<file path="config.mk">
export PLATFORM = sky130hd
export DESIGN_NAME = seqdiv16x8
export DESIGN_NICKNAME = d
export VERILOG_FILES = /design/src/rtl/seqdiv16x8.sv
export SDC_FILE = /design/constraint.sdc
export NUM_CORES = 1
export LEC_CHECK = 0
export CAP_MARGIN = 20
export CORE_MARGIN = 1.5
export CORE_UTILIZATION = 49
export CTS_BUF_LIST = sky130_fd_sc_hd__clkbuf_16
export CTS_CLUSTER_SIZE = 8
export DETAILED_ROUTE_END_ITERATION = 12
export GPL_ROUTABILITY_DRIVEN = 0
export HOLD_SLACK_MARGIN = 0.12
export PLACE_DENSITY_LB_ADDON = 0.2
export SLEW_MARGIN = 30
export SYNTH_ARGS = -nofsm -noshare
export SYNTH_HDL_FRONTEND = slang
export SYNTH_SLANG_ARGS = --single-unit
</file>
<file path="constraint.sdc">
create_clock -name clk -period 2 [get_ports clk]
set_input_delay 0.5 -clock clk [delete_from_list [all_inputs] [get_ports clk]]
set_output_delay 0.5 -clock clk [all_outputs]
set_load 0.05 [all_outputs]
</file>
<file path="src/rtl/seqdiv16x8.sv">
// seqdiv16x8: restoring shift-subtract divider, 16-bit dividend by 8-bit divisor.
// One quotient bit per clock. Results are registered and held until the next
// accepted start. A zero divisor short-circuits straight to DONE.
//
// state | meaning
// ------+-----------------------------------------------------------
// IDLE  | waiting for start; outputs hold the last result
// RUN   | 16 shift-subtract iterations in flight; busy=1
// DONE  | one-cycle done pulse; start here is accepted back-to-back
module seqdiv16x8 (
  input  logic        clk,
  input  logic        rst_n,
  input  logic        start,
  input  logic [15:0] dividend,
  input  logic [7:0]  divisor,
  output logic        busy,
  output logic        done,
  output logic [15:0] quotient,
  output logic [7:0]  remainder,
  output logic        div_zero
);

  typedef enum logic [1:0] {IDLE, RUN, DONE} state_t;

  state_t      state, state_nxt;
  logic [15:0] n;
  logic [15:0] q_sh;
  logic [7:0]  d;
  logic [8:0]  r;
  logic [4:0]  count;

  logic        accept;
  logic        last_iter;
  logic [8:0]  trial;
  logic        q_bit;
  logic [8:0]  r_nxt;
  logic [15:0] q_nxt;

  // r never exceeds d-1, so r[8] is always clear and only r[7:0] feeds the shift
  assign accept    = start && (state != RUN);
  assign last_iter = (count == 5'd15);
  assign trial     = {r[7:0], n[15]};
  assign q_bit     = (trial >= {1'b0, d});
  assign r_nxt     = q_bit ? (trial - {1'b0, d}) : trial;
  assign q_nxt     = {q_sh[14:0], q_bit};

  // status outputs are pure decodes of the state register
  assign busy = (state == RUN);
  assign done = (state == DONE);

  // state register
  always_ff @(posedge clk or negedge rst_n) begin
    if (!rst_n) state <= IDLE;
    else        state <= state_nxt;
  end

  // next-state logic
  always_comb begin
    state_nxt = state;
    case (state)
      IDLE, DONE: begin
        if (start) state_nxt = (divisor == 8'd0) ? DONE : RUN;
        else       state_nxt = IDLE;
      end
      RUN: begin
        if (last_iter) state_nxt = DONE;
      end
      default: state_nxt = IDLE;
    endcase
  end

  // operand latch, shift-subtract datapath and result registers
  always_ff @(posedge clk or negedge rst_n) begin
    if (!rst_n) begin
      n         <= 16'h0000;
      d         <= 8'h00;
      r         <= 9'h000;
      q_sh      <= 16'h0000;
      count     <= 5'd0;
      quotient  <= 16'h0000;
      remainder <= 8'h00;
      div_zero  <= 1'b0;
    end else if (accept) begin
      n     <= dividend;
      d     <= divisor;
      r     <= 9'h000;
      q_sh  <= 16'h0000;
      count <= 5'd0;
      if (divisor == 8'd0) begin
        quotient  <= 16'hFFFF;
        remainder <= dividend[7:0];
        div_zero  <= 1'b1;
      end
    end else if (state == RUN) begin
      n     <= {n[14:0], 1'b0};
      r     <= r_nxt;
      q_sh  <= q_nxt;
      count <= count + 5'd1;
      if (last_iter) begin
        quotient  <= q_nxt;
        remainder <= r_nxt[7:0];
        div_zero  <= 1'b0;
      end
    end
  end

endmodule

</file>
==> metrics.txt <==
TNS Setup=0 ps; yosys warns=0; share of cells above drive strength 1=0.3049; # DRC=0; Mapped Area=3874 um2; largest net degree at the start of global routing=38; die height=91.92 um; Post-synth EDFFs=0; max-cap violation count=0; internal power=5.709 mW; Rows=32; total iterations of the first detailed-routing run=6; Post-DRT Antenna Nets=0; root buffer cell=clkbuf_16; Area contributors post-synth=dfrtp_1 (51%), o21ai_0 (5.9%), nand2_1 (5.5%), mux2i_1 (4.1%), ha_1 (3.2%); Vias=3266; Distinct cells, synth=49; H-tree levels=3; most instantiated library cell after synthesis=dfrtp_1; drt initial violations=225; Pins Over Slew Limit=0; Top FF cell, synth=dfrtp_1; cells after synthesis=382; area delta synth->final=34.88%; layout net count=502; Power, Total=10.18 mW; CP arrival=2230 ps; CP bufs+invs=1; vias in the first global route=3145; max frequency=0.5049 GHz; RSZ-0062 raised after global routing=true; DRT Wirelength=9639 um; setup ws final=19.42 ps; maximum vdd drop=0.0008741 V; Die ar.=8448 um2; TritonCTS Buffers=9; DR WL/cell=16.88 um; CTS tree=yes; clk_lat worst skew=340 ps; Placement Cell Area=4671 um2; power share of the clock group=0.168; Final min period=1981 ps; Seq cells post-synth=79; status=finished, final reports clean; Hold WS=124.7 ps; Seq/Total Area, Yosys=0.5103; number of setup violations in the final report=0; Vias/cell=5.720; Leak=2.398 nW; Critical Path Max Stage Delay=440 ps; Post-synth ARST share=1.000; Core Area=7687 um2; sequential group share of total power=0.279; antenna cells=0; Crit Path Class=reg2reg; Psw=4.475 mW; I/O Pins=54; DP Worst Slack=-434.1 ps; Worst-path clk slew=70 ps; largest delay contributor family on the critical path=compound AO/OA/AOI/OAI gates; # port buffers=53; Max-slew headroom=0.6578; crit start category=flip-flop; Post-DP HPWL=6424 um; Slowest-stage cell, CP=dfrtp_2; syn_area_per_cell=10.14 um2; CP cell instances=buf_4 > fa_2 > nand2b_4 > a2111oi_4 > a211oi_2 > a21o_1 > o211ai_1; first-pass GRT wire length=15480 um; Initial Utilization=0.5039; clock skew=7.097 ps; Layout fillers=626; total gr overflow=0; CP Max Fanout=3; Worst Setup End Kind=flip-flop; post-route cell area=5225 um2; Final Cycle Share=0.9903; Worst Path Required=2250 ps; endpoints failing hold=0; worst slew pin tran=513.4 ps; Hold Buf Count CTS=0; Sw Share=0.4394; Synth top area share=0.5103; initial antenna violation count=0; clock sink count=79; GRT Total Usage=0.2345; Comb pwr share=0.553; Power Density=1949 nW/um2; Max Root-Sink Buffers=2; chip width=91.92 um; Hold Path Class=in2async; syn nets=420; Yosys top cell by area=dfrtp_1; top cells by count, synth=dfrtp_1 (79), nand2_1 (57), o21ai_0 (46)
==> cell type report <==
class	instances	area, um2	area share
multi-input combinational	265	1947	0.3726
clock inverter	7	86.33	0.01652
inverter	14	52.55	0.01006
clock buffer	9	225.2	0.04310
timing repair buffer	95	808.3	0.1547
tap	102	127.6	0.02443
sequential	79	1978	0.3786
==> per-stage QoR <==
step | utilization | std cells
6_report | 0.6797 | 571
5_1_grt | 0.6797 | 571
4_1_cts | 0.6593 | 567
3_5_place_dp | 0.6076 | 550
3_3_place_gp | 0.6076 | 550
2_1_floorplan | - | 382
==> kinds of logic after synthesis <==
| logic type | after synthesis | synth area share |
|---|---|---|
| flip-flops | 79 | 0.5103 |
| AO/OA/AOI/OAI | 108 | 0.1870 |
| multiplexers | 24 | 0.06460 |
| buffers and inverters | 38 | 0.04166 |
| adder cells (fa/ha/maj) | 11 | 0.03747 |
| XOR/XNOR | 3 | 0.006784 |
| AND/OR/NAND/NOR | 119 | 0.1521 |
==> placed cells by master (no fill, tap or decap), types with 9 or more instances in the layout <==
master | synthesis | final
mux2i_1 | 16 | 16
o22a_2 | 9 | 9
nand3_1 | 13 | 13
nand2_1 | 57 | 55
dfrtp_1 | 79 | 78
clkdlybuf4s50_1 | 0 | 17
buf_4 | 0 | 63
o21ai_0 | 46 | 44
nor2_1 | 14 | 11
or3_1 | 9 | 9
clkbuf_16 | 0 | 9
inv_1 | 12 | 10
==> power by group through the flow <==
stage	Clock (mW)	Combinational (mW)	Sequential [mW]
3_5_place_dp	0	4.84	2.84
2_1_floorplan	0	2.51	3.52
3_3_place_gp	0	4.73	2.81
6_report	1.71	5.63	2.85
4_1_cts	1.73	5.14	2.83
5_1_grt	1.80	6.10	2.93
==> what timing repair did <==
item	in CTS	in global routing
gates resized for setup	24	32
cloned	1	1
pin swaps	5	10
endpoints found under the setup margin	33	19
setup buffers	0	3
==> worst paths after layout <==
check / from / to / slack, ps / cells past startpoint
worst min register to register: n[1]$_DFFE_PN0P_ / n[2]$_DFFE_PN0P_ / 480 / 2
worst max-delay path: d[1]$_DFFE_PN0P_ / r[6]$_DFFE_PN0P_ / 20 / 7
min in group clk: divisor[7] / d[7]$_DFFE_PN0P_ / 460 / 2
worst min-delay path: rst_n / quotient[11]$_DFFE_PN0P_ / 120 / 1
max in group asynchronous: rst_n / d[1]$_DFFE_PN0P_ / 1320 / 2
worst max register to register: d[1]$_DFFE_PN0P_ / r[6]$_DFFE_PN0P_ / 20 / 7
==> sequential cells by signal (all words and copies together) (netlist names) <==
signal,flops
quotient,16
div_zero,1
q_sh,15
remainder,8
d,8
n,16
r,8
state,2
count,5
==> metal layers <==
| metal | GRT usage | up-vias | wire (um) |
|---|---|---|---|
| met4 | 0.1013 | 0 | 240 |
| met1 | 0.3279 | 1594 | 4275 |
| li1 | - | 1543 | - |
| met5 | 0 | - | 0 |
| met3 | 0.04229 | 19 | 617 |
| met2 | 0.3586 | 110 | 4506 |
No activity file was read; power rests on OpenSTA's default activity.
